$ cat src/rtl/pipe_stage_skid_reg_pkg.sv
// Shared state encoding and field widths for the skid-buffered pipeline stage.
package pipe_stage_skid_reg_pkg;

  localparam int OCC_W = 2;

  // Encoding doubles as the Occupancy output (number of held entries)
  typedef enum logic [OCC_W-1:0] {
    ST_EMPTY = 2'd0,
    ST_ONE   = 2'd1,
    ST_TWO   = 2'd2
  } state_e;

endpackage

$ cat src/rtl/pipe_stage_skid_reg_if.sv
// Upstream/downstream handshake bundle for pipe_stage_skid_reg.
interface pipe_stage_skid_reg_if #(
  parameter int NrOfBits = 32
);
  import pipe_stage_skid_reg_pkg::*;

  logic                InValid;
  logic                InReady;
  logic [NrOfBits-1:0] D;
  logic                OutValid;
  logic                OutReady;
  logic [NrOfBits-1:0] Q;
  logic [OCC_W-1:0]    Occupancy;

  // master: the surrounding pipeline; slave: the stage register itself
  modport master (
    output InValid, D, OutReady,
    input  InReady, OutValid, Q, Occupancy
  );

  modport slave (
    input  InValid, D, OutReady,
    output InReady, OutValid, Q, Occupancy
  );

endinterface

$ cat src/rtl/pipe_data_reg.sv
// Data register with async reset, synchronous clear (dominant) and load enable.
module pipe_data_reg #(
  parameter int NrOfBits = 32
) (
  input  logic                Clock,
  input  logic                Reset,
  input  logic                en,
  input  logic                clr,
  input  logic [NrOfBits-1:0] val,
  output logic [NrOfBits-1:0] q
);

  always_ff @(posedge Clock or posedge Reset) begin
    if (Reset)    q <= '0;
    else if (clr) q <= '0;
    else if (en)  q <= val;
  end

endmodule

$ cat src/rtl/pipe_stage_skid_reg.sv
// Pipeline-stage register with valid/ready handshake and a 2-entry skid buffer.
// state    | meaning
// EMPTY    | nothing held, Q shows stale main data
// ONE      | main entry valid on Q
// TWO      | main and skid valid, upstream stalled
module pipe_stage_skid_reg
  import pipe_stage_skid_reg_pkg::*;
#(
  parameter int                  NrOfBits    = 32,
  parameter logic [NrOfBits-1:0] PresetValue = {NrOfBits{1'b1}},
  parameter bit                  FlushZero   = 1'b1
) (
  input  logic                  Clock,
  input  logic                  Reset,
  input  logic                  Tick,
  input  logic                  ClockEnable,
  input  logic                  Flush,
  input  logic                  Pre,
  pipe_stage_skid_reg_if.slave  bus
);

  state_e              state_q;
  state_e              state_d;
  logic                adv;
  logic                in_ready;
  logic                out_valid;
  logic                in_fire;
  logic                out_fire;
  logic                main_ld;
  logic                main_clr;
  logic                skid_ld;
  logic                skid_clr;
  logic [NrOfBits-1:0] main_val;
  logic [NrOfBits-1:0] main_q;
  logic [NrOfBits-1:0] skid_q;

  assign adv       = ClockEnable & Tick;
  // Ready comes straight from the state flop so OutReady never reaches InReady
  assign in_ready  = (state_q != ST_TWO);
  assign out_valid = (state_q != ST_EMPTY);
  assign in_fire   = adv & bus.InValid & in_ready;
  assign out_fire  = adv & out_valid & bus.OutReady;

  always_ff @(posedge Clock or posedge Reset) begin
    if (Reset) state_q <= ST_EMPTY;
    else       state_q <= state_d;
  end

  always_comb begin
    state_d  = state_q;
    main_ld  = 1'b0;
    main_clr = 1'b0;
    skid_ld  = 1'b0;
    skid_clr = 1'b0;
    main_val = bus.D;
    if (adv) begin
      if (Flush) begin
        state_d  = ST_EMPTY;
        main_clr = FlushZero;
        skid_clr = FlushZero;
      end else if (Pre) begin
        state_d  = ST_ONE;
        main_ld  = 1'b1;
        main_val = PresetValue;
      end else begin
        unique case (state_q)
          ST_EMPTY: begin
            if (in_fire) begin
              state_d = ST_ONE;
              main_ld = 1'b1;
            end
          end
          ST_ONE: begin
            if (in_fire && out_fire) begin
              main_ld = 1'b1;
            end else if (in_fire) begin
              state_d = ST_TWO;
              skid_ld = 1'b1;
            end else if (out_fire) begin
              state_d = ST_EMPTY;
            end
          end
          ST_TWO: begin
            if (out_fire) begin
              state_d  = ST_ONE;
              main_ld  = 1'b1;
              main_val = skid_q;
            end
          end
          default: state_d = ST_EMPTY;
        endcase
      end
    end
  end

  pipe_data_reg #(.NrOfBits(NrOfBits)) u_main (
    .Clock (Clock),
    .Reset (Reset),
    .en    (main_ld),
    .clr   (main_clr),
    .val   (main_val),
    .q     (main_q)
  );

  pipe_data_reg #(.NrOfBits(NrOfBits)) u_skid (
    .Clock (Clock),
    .Reset (Reset),
    .en    (skid_ld),
    .clr   (skid_clr),
    .val   (bus.D),
    .q     (skid_q)
  );

  assign bus.InReady   = in_ready;
  assign bus.OutValid  = out_valid;
  assign bus.Q         = main_q;
  assign bus.Occupancy = state_q;

endmodule

$ cat src/flat_wrapper.sv
// flat-port wrapper written by rule: the top's interface ports become plain ports
module pipe_stage_skid_reg_flat import pipe_stage_skid_reg_pkg::*;
#(
  parameter int                  NrOfBits    = 32,
  parameter logic [NrOfBits-1:0] PresetValue = {NrOfBits{1'b1}},
  parameter bit                  FlushZero   = 1'b1
)
  (Clock, Reset, Tick, ClockEnable, Flush, Pre, bus_InValid, bus_D, bus_OutReady, bus_InReady, bus_OutValid, bus_Q, bus_Occupancy);
  pipe_stage_skid_reg_if #(.NrOfBits(NrOfBits)) bus_i ();
  input  logic Clock;
  input  logic Reset;
  input  logic Tick;
  input  logic ClockEnable;
  input  logic Flush;
  input  logic Pre;
  input wire logic [$bits(bus_i.InValid)-1:0] bus_InValid;
  input wire logic [$bits(bus_i.D)-1:0] bus_D;
  input wire logic [$bits(bus_i.OutReady)-1:0] bus_OutReady;
  output wire logic [$bits(bus_i.InReady)-1:0] bus_InReady;
  output wire logic [$bits(bus_i.OutValid)-1:0] bus_OutValid;
  output wire logic [$bits(bus_i.Q)-1:0] bus_Q;
  output wire logic [$bits(bus_i.Occupancy)-1:0] bus_Occupancy;
  assign bus_i.InValid = bus_InValid;
  assign bus_i.D = bus_D;
  assign bus_i.OutReady = bus_OutReady;
  assign bus_InReady = bus_i.InReady;
  assign bus_OutValid = bus_i.OutValid;
  assign bus_Q = bus_i.Q;
  assign bus_Occupancy = bus_i.Occupancy;
  pipe_stage_skid_reg #(.NrOfBits(NrOfBits), .PresetValue(PresetValue), .FlushZero(FlushZero)) u_core (.Clock(Clock), .Reset(Reset), .Tick(Tick), .ClockEnable(ClockEnable), .Flush(Flush), .Pre(Pre), .bus(bus_i));
endmodule
$ cat config.mk
export PLATFORM = sky130hd
export DESIGN_NAME = pipe_stage_skid_reg_flat
export DESIGN_NICKNAME = d
export VERILOG_FILES = /design/src/rtl/pipe_stage_skid_reg_pkg.sv /design/src/rtl/pipe_stage_skid_reg_if.sv /design/src/rtl/pipe_data_reg.sv /design/src/rtl/pipe_stage_skid_reg.sv /design/src/flat_wrapper.sv
export SDC_FILE = /design/constraint.sdc
export NUM_CORES = 1
export LEC_CHECK = 0
export ABC_CLOCK_PERIOD_IN_PS = 1500
export CORE_UTILIZATION = 45
export DETAILED_ROUTE_END_ITERATION = 12
export GPL_ROUTABILITY_DRIVEN = 0
export HOLD_SLACK_MARGIN = 0.1
export PLACE_DENSITY = 0.76
export SYNTH_ARGS = -nofsm -noshare
export SYNTH_HDL_FRONTEND = slang
export SYNTH_HIERARCHICAL = 1
export SYNTH_SLANG_ARGS = --single-unit
$ cat constraint.sdc
create_clock -name Clock -period 1.5 [get_ports Clock]
set_input_delay 0.3 -clock Clock [delete_from_list [all_inputs] [get_ports Clock]]
set_output_delay 0.3 -clock Clock [all_outputs]
set_load 0.01 [all_outputs]
Yosys cells after proc, flatten, opt, wreduce, memory -nomap -nowiden --
Cells that the tools add are included. Widths: inputs -> output; s select.
Storage, ports and cells: register bits 66, word-level logic and storage cells 52, bits of input ports 40, output and inout port bits 36
Operators by class: bitwise operators 5, multiplexer cells 31, eq/ne operators 7, reduce and logical (&&, ||, !) cells 6
Operator list (number):
- $mux 32 | 9
- $mux 2 | 7
- $mux 1 | 13
- $ne 4x3->1 const B | 2
- $pmux 2 s3 | 1
- $reduce_bool 2->1 | 3
- $and 1x1->1 | 5
- $ne 5x3->1 const B | 1
- $reduce_and 5->1 | 1
- $ne 4x4->1 const B | 1
- $pmux 1 s3 | 1
- $eq 2x1->1 const B | 1
- $eq 2x2->1 const B | 1
- $logic_not 2->1 | 1
- $ne 2x2->1 const B | 1
- $logic_and 1x1->1 | 1

Longest topological paths before layout --
Gate-level depths: netlist (run 1).
word-level depth 11, depth in mapped cells 8, depth with buffers taken out 6

Cells and area by module --
Netlist (run 1), hierarchy kept.
Modules (own cells, without submodules):
- pipe_data_reg | cells an instance 104, instances 2, sequential area each 800.8 µm², area each 1327.5 µm²
- pipe_stage_skid_reg | cells an instance 70, instances 1, sequential area each 50.0 µm², area each 625.6 µm²

Least setup slack after synthesis (run 1) --
Ideal clock, no wire load.
kind reg2reg, from register u_core.state_q[1] (netlist: u_core/bus.Occupancy[1]), to register u_core.u_main.q[0], period minus slack after synthesis 1.626 ns, slack -0.126 ns, library setup time 0.132 ns, data required time 1.368 ns, data arrival time 1.494 ns, stages on the path, launching flop included 8, buffers on the path 2, cell sequence dfrtp_1 -> and2b_1 -> a211oi_1 -> nor3_1 -> buf_6 -> buf_12 -> mux2i_1 -> nor2_1
Between the ends: cells in the longest elaborated chain, start to end 10, elaborated cells between the ends (all ways) 24, classes of those cells 3 x eq/ne; 14 x mux; 3 x bitwise; 4 x reduce/logical
Ends and longest elaborated chain:
- start: declaration | line pipe_stage_skid_reg.sv:22 | state_e state_q;
- start signal: assignment | line pipe_stage_skid_reg.sv:46 | else state_q <= state_d;
- $reduce_bool 2->1 | line pipe_stage_skid_reg.sv:40 | assign out_valid = (state_q != ST_EMPTY);
- $and 1x1->1 (2 in a row) | line pipe_stage_skid_reg.sv:42 | assign out_fire = adv & out_valid & bus.OutReady;
- $logic_and 1x1->1 | line pipe_stage_skid_reg.sv:74 | if (in_fire && out_fire) begin
- $mux 1 | line pipe_stage_skid_reg.sv:74
- $pmux 1 s3 (*) | line pipe_stage_skid_reg.sv:66 | unique case (state_q)
- $mux 1 (*) | line pipe_stage_skid_reg.sv:61 | end else if (Pre) begin
- $mux 1 (*) | line pipe_stage_skid_reg.sv:57 | if (Flush) begin
- $mux 1 (*) | line pipe_stage_skid_reg.sv:56 | if (adv) begin
- named net u_core.main_ld | line pipe_stage_skid_reg.sv:29 | logic main_ld;
- $reduce_bool 2->1 (no line) (*)
- end signal: assignment | line pipe_data_reg.sv:16 | else if (en) q <= val;
- end: declaration | line pipe_data_reg.sv:10 | output logic [NrOfBits-1:0] q
The timed path passes the listed nets; every way through them passes the cells marked *. The select of a mux whose other input is x is not followed. A chain may end at the register's enable or synchronous reset.

Worst setup path after layout (run 1) --
from register u_core.state_q[1] (netlist: u_core/bus.Occupancy[1]), to register u_core.u_main.q[10]
The elaborated chain is that of the path after synthesis.

==> metrics.cfg, run 1 <==
[sta]
setup_viol=66
period_share_pct=116
hold_viol=0
slew_headroom_pct=71.7
min_period_ps=1750
skew_ps=6.24
worstMarginPinSlew_ps=425
rsz0062_at_grt=true
worst_slack_ps=-245
maxSlewViolCount=0
fmax_mhz=573
fin_setup_tns_ps=-12560

[critical_path]
slowest_stage=dfrtp_2
slowest_delay_ps=420
worstPathMaxFanout=9
r2r_cells=8
worst_ep_arrival_time_ps=1970
critPathLaunchType=register
crit_path_frequent_cell=buf_6
worstSetupEndpointType=register
path_cells=buf_6 -> and2b_2 -> a211oi_2 -> nor3_2 -> buf_6 -> buf_12 -> mux2i_1 -> nor2_1
path_buf_inv=3
critPathKind=register to register
crit_family=buffers and inverters
worst_ep_required_time_ps=1720
path_depth=8

[global_route]
grt_first_pass_wirelength_um=12200
grt_usage_pct=21.2
grt_pass1_vias=2442
grt_antenna_before_repair=0
grt_overflow=0
grt_max_degree=37

[clock_tree]
cts_buffer_depth=2
clkSinkCount=66
holdBufCountCts=0
cts_root_buffer=clkbuf_8
clk_latency_ps=340
cts_buffers=9
cts_tree=done
clkTransAtPathRegs_ps=70
cts_htree_levels=3

[synth]
ys_ff_latch=66
syn_area_um2=3280
async_reset_ff_share_pct=100
postSynthNetCount=318
netlist_instances=278
postSynthAreaPerCell_um2=11.8
yosysSeqAreaShare_pct=50.3
ys.flop_type=dfrtp_1
ys_types=31
yosysWarnings=6
synth-edff-count=0

[cells_and_area]
drive_above_1_share_pct=19.2
syn_to_final_growth_pct=39.0
antennaDiodeCount=0
nNetsFinal=420

[power]
total_power_w=0.00431
power.density_nw_per_um2=945
swShare_pct=27.2
ir_drop_mv=0.687
combPwrFrac_pct=18.9
p_seq_share_pct=46.5
power.internal_w=0.00314
power_switching_w=0.00117
pwr-share-clk_pct=34.6
cellLeakagePower_nw=2.10

[route]
num_vias=2467
routed_wl_um=7800
routedWlPerCell_um=16.2
vias_per_cell=5.13
drtIter0Drc=122
antenna_left=0
drc=0
drtPass1Iterations=4

[die]
die_area_um2=7640
ios=76
fp.dieH_um=87.4
coreArea_um2=6910
initial_core_util_pct=47.5
rows=30
die_x_um=87.4

[min_path]
hold_path.class=input port to asynchronous set/reset pin

[place]
dp_hpwl_um=4820
dpl_worst_slack_ps=-526
port_buffers=75

[job]
cap_viol_max_count=0

[outcome]
outcome=finished with violations
violations=negative setup slack

-- cell usage after synthesis, types with 2 or more instances --
master	instances	area share, %
dfrtp_1	66	50
nor2_1	65	7.4
mux2i_1	64	20
o22a_1	32	8.5
buf_12	6	3.7
clkbuf_1	6	0.69
buf_6	5	1.7
buf_8	3	1.4
inv_1	3	0.34
nand3_1	3	0.46
and2b_1	2	0.46
nand2_1	2	0.23
nor3_1	2	0.31
o41ai_1	2	0.53
-- state kept, by name, indices dropped and copies added (netlist names) --
register,flops
u_core/u_main/q,32
u_core/bus.Occupancy,2
u_core/u_skid/q,32
-- path summary, 6_finish.rpt --
check                                         from                 endpoint  slack, ps
setup / recovery           u_core/bus.Occupancy[1]      u_core/u_main/q[10]       -250
hold / removal                               Reset  u_core/bus.Occupancy[0]        210
setup reg to reg           u_core/bus.Occupancy[1]      u_core/u_main/q[10]       -250
hold reg to reg                 u_core/u_main/q[6]       u_core/u_main/q[6]        520
max in group asynchronous                    Reset      u_core/u_main/q[29]        820
min in group Clock              u_core/u_main/q[6]       u_core/u_main/q[6]        520
-- layer usage --
layer  global-route usage, %  wire, µm  vias up
met2                    33.7      3700       78
met1                    28.4      3570     1198
met3                    5.69       460        6
met5                       0         0        -
met4                    6.71        69        0
li1                        -         -     1185
-- cell families after synthesis --
logic type	Yosys count	share of synthesized area (%)
muxes	64	19.5
DFF	66	50.3
and+or+nand+nor	84	11.6
buffers and inverters	24	7.93
AOI/OAI and AO/OA	40	10.6
-- per-stage QoR --
stage / area [µm²] / std cells / hold WS [ps] / utilization, %
3_5_place_dp: 4180 / 453 / 510 / 60.5
5_1_grt: 4560 / 481 / 229 / 66.0
3_3_place_gp: 4180 / 453 / 501 / 60.5
6_report: 4560 / 481 / 215 / 66.0
2_1_floorplan: 3290 / 278 / 41.1 / -
4_1_cts: 4440 / 474 / 201 / 64.3
-- cell usage in the layout (no fill, tap or decap), drive strengths merged, types with 2 or more instances in the layout --
cell type       n
dfrtp          66
inv             4
buf            38
clkinvlp        3
nor3            2
clkdlybuf4s50  39
and2b           2
nor2           66
o41ai           2
nand3b          2
nand2           3
o22a           32
nand3           3
mux2i          64
dlygate4sd2    33
clkbuf         12
-- area by class of cell --
class | instances | area, µm²
Clock inverter | 6 | 66.3
Multi-Input combinational cell | 188 | 1420
Fill cell | 558 | 2350
Sequential cell | 66 | 1650
Tap cell | 96 | 120
Timing Repair Buffer | 112 | 1160
Clock buffer | 10 | 128
Inverter | 3 | 11.3
-- power by group through the flow --
| stage | Sequential (W) | Combinational [W] | Clock [W] |
|---|---|---|---|
| after global routing | 0.00202 | 0.000884 | 0.00159 |
| after global placement | 0.00204 | 0.000847 | 0 |
| after floorplan | 0.00209 | 0.000323 | 0 |
| final | 0.00200 | 0.000812 | 0.00149 |
| after CTS | 0.00200 | 0.000798 | 0.00152 |
| after detailed placement | 0.00204 | 0.000858 | 0 |
-- repair_timing --
action / in CTS / in global routing
setup endpoints to repair: 100 / 66
pin swaps: 2 / 9
buffers inserted: 3 / 4
gates resized for setup: 63 / 7
gates cloned: 2 / 3
No activity file was read; power rests on OpenSTA's default activity.
==> run 2: changes to the inputs <==
--- a/config.mk
+++ b/config.mk
@@ -7,4 +7,5 @@
 export LEC_CHECK = 0
 export ABC_CLOCK_PERIOD_IN_PS = 1500
+export CORE_ASPECT_RATIO = 0.7
 export CORE_UTILIZATION = 45
 export DETAILED_ROUTE_END_ITERATION = 12
==> constraint.sdc (replaced) <==
create_clock -name Clock -period 1.5 [get_ports Clock]
set_input_delay 0.15 -clock Clock [delete_from_list [all_inputs] [get_ports Clock]]
set_output_delay 0.15 -clock Clock [all_outputs]
set_load 0.01 [all_outputs]
==> run 2 against run 1 <==
  * The flow still finishes with violations (negative setup slack)
  * Design area is 0.33% higher
  * Non-clock buffer count down 2
  * Core utilization is 0.16 points higher
  * Worst setup slack better by 30 ps
  * Clock power is 3% lower
  * Routed wire length is 10% higher
  * Largest cell class unchanged
==> metrics.cfg, run 2 (synthesized netlist as in run 1, its figures left out) <==
[die]
coreArea_um2=6910
die_area_um2=7640
rows=25
die_x_um=104
fp.dieH_um=73.4
initial_core_util_pct=47.5
ios=76

[sta]
slew_headroom_pct=77.2
period_share_pct=114
hold_viol=0
worstMarginPinSlew_ps=338
worst_slack_ps=-216
min_period_ps=1720
setup_viol=65
fmax_mhz=583
maxSlewViolCount=0
skew_ps=8.59
rsz0062_at_grt=true

[critical_path]
worstSetupEndpointType=register
r2r_setup_slack_ps=-220
r2r_cells=8
worstPathMaxFanout=8
regToRegStartpoint=u_core/bus.Occupancy[1]
worst_ep_required_time_ps=1720
critPathLaunchType=register
critPathKind=register to register
r2r-end=u_core/u_main/q[1]
worst_ep_arrival_time_ps=1940
crit_end=u_core/u_main/q[1]
critPathLaunch=u_core/bus.Occupancy[1]

[global_route]
grt_overflow=0
grt_first_pass_wirelength_um=13000
grt_pass1_vias=2522
grt_max_degree=33
grt_usage_pct=22.5
grt_antenna_before_repair=0

[clock_tree]
clkSinkCount=66
clkTransAtPathRegs_ps=70
cts_root_buffer=clkbuf_8
cts_tree=done
cts_buffer_depth=2
cts_buffers=9
cts_htree_levels=3
clk_latency_ps=340

[cells_and_area]
antennaDiodeCount=0
layout_common_cells=clkdlybuf4s50_1, mux2i_1, nor2_1, dfrtp_1, o22a_1
nNetsFinal=420
nFillCells=549
drive_above_1_share_pct=17.7
final_util_pct=66.2
syn_to_final_growth_pct=39.4
layout_commonest_cell=clkdlybuf4s50_1
multiInputGateArea_um2=1430
final_area_um2=4570
layout.cells.non_filler=479
seqCellArea_um2=1650

[place]
port_buffers=75
dp_hpwl_um=5100
place_area_um2=4170
numPlacedInstances=450

[job]
cap_viol_max_count=0

[route]
routed_wl_um=8590
routedWlPerCell_um=17.9
drtIter0Drc=165
antenna_left=0
num_vias=2548
drc=0
drtPass1Iterations=4
vias_per_cell=5.32

[power]
power.density_nw_per_um2=957
cellLeakagePower_nw=2.00
ir_drop_mv=0.510

[outcome]
outcome=finished with violations
violations=negative setup slack

[min_path]
hold_path.class=input port to register

[run 2: cell types whose count changed in the layout (fill, tap and decap cells not counted), sizes merged, moves of 2 or more]
cell and delta:
dlygate4sd2 -33, clkdlybuf4s50 +33, clkinv +3, buf -4, clkinvlp -2, o21a +2
[run 2: how the worst min path moves through the flow]
| stage | slack (ps) | end | cells past startpoint | from |
|---|---|---|---|---|
| floorplan | -110 | u_core/bus.Occupancy[0] | 1 | Reset |
| global placement | 440 | u_core/bus.Occupancy[0] | 2 | Reset |
| detailed placement | 420 | u_core/bus.Occupancy[0] | 2 | Reset |
| CTS | 440 | u_core/u_skid/q[2] | 3 | bus_D[2] |
| global route | 450 | u_core/u_skid/q[15] | 3 | bus_D[15] |
| finish | 440 | u_core/u_skid/q[2] | 3 | bus_D[2] |
[run 2: what timing repair did]
item,4_1_cts,5_1_grt
gates resized for setup,11,20
setup endpoints to repair,67,68
pin swaps,2,9
cloned,1,5
buffers inserted,2,5
hold buffers,1,0
endpoints found under the hold margin,2,0
[run 2: critical path, cell delays in order, from the launching register on]
cell      delay (ps)
dfrtp_2          450
nand2b_4         150
a21oi_2          130
a211oi_2          60
nor3_2           200
buf_6            170
buf_12           150
mux2i_1          220
nor2_1            70
[run 2: area by class of cell]
class / instances / area share, %
Clock inverter: 6 / 1.26
Tap cell: 94 / 2.57
Multi-Input combinational cell: 190 / 31.3
Inverter: 3 / 0.246
Clock buffer: 10 / 2.79
Timing Repair Buffer: 110 / 25.7
Sequential cell: 66 / 36.2
[run 2: metrics by stage]
step                      TNS (ps)  setup WS (ps)  hold WS [ps]  power, W
after floorplan              -4290          -94.3          -109   0.00241
after global placement      -21060           -367           437   0.00289
after detailed placement    -21570           -383           424   0.00291
after CTS                    -8190           -189           439   0.00436
after global routing        -14960           -284           451   0.00460
final                        -9580           -216           443   0.00438
[run 2: power by group]
part	total (W)	leakage (nW)	switching (W)	internal (W)
combinational	0.000922	1.01	0.000385	0.000536
clock	0.00144	0.0958	0.000682	0.000756
sequential	0.00202	0.888	0.0000936	0.00192
[run 2: per-layer routing]
metal | part of all wire [%] | routed length [µm] | vias up | global-route usage (%)
met2 | 45 | 3870 | 100 | 34.4
met1 | 47 | 4030 | 1243 | 31.2
met3 | 6.6 | 571 | 14 | 6.83
li1 | - | - | 1191 | -
met4 | 1.4 | 120 | 0 | 6.19
met5 | 0 | 0 | - | 0
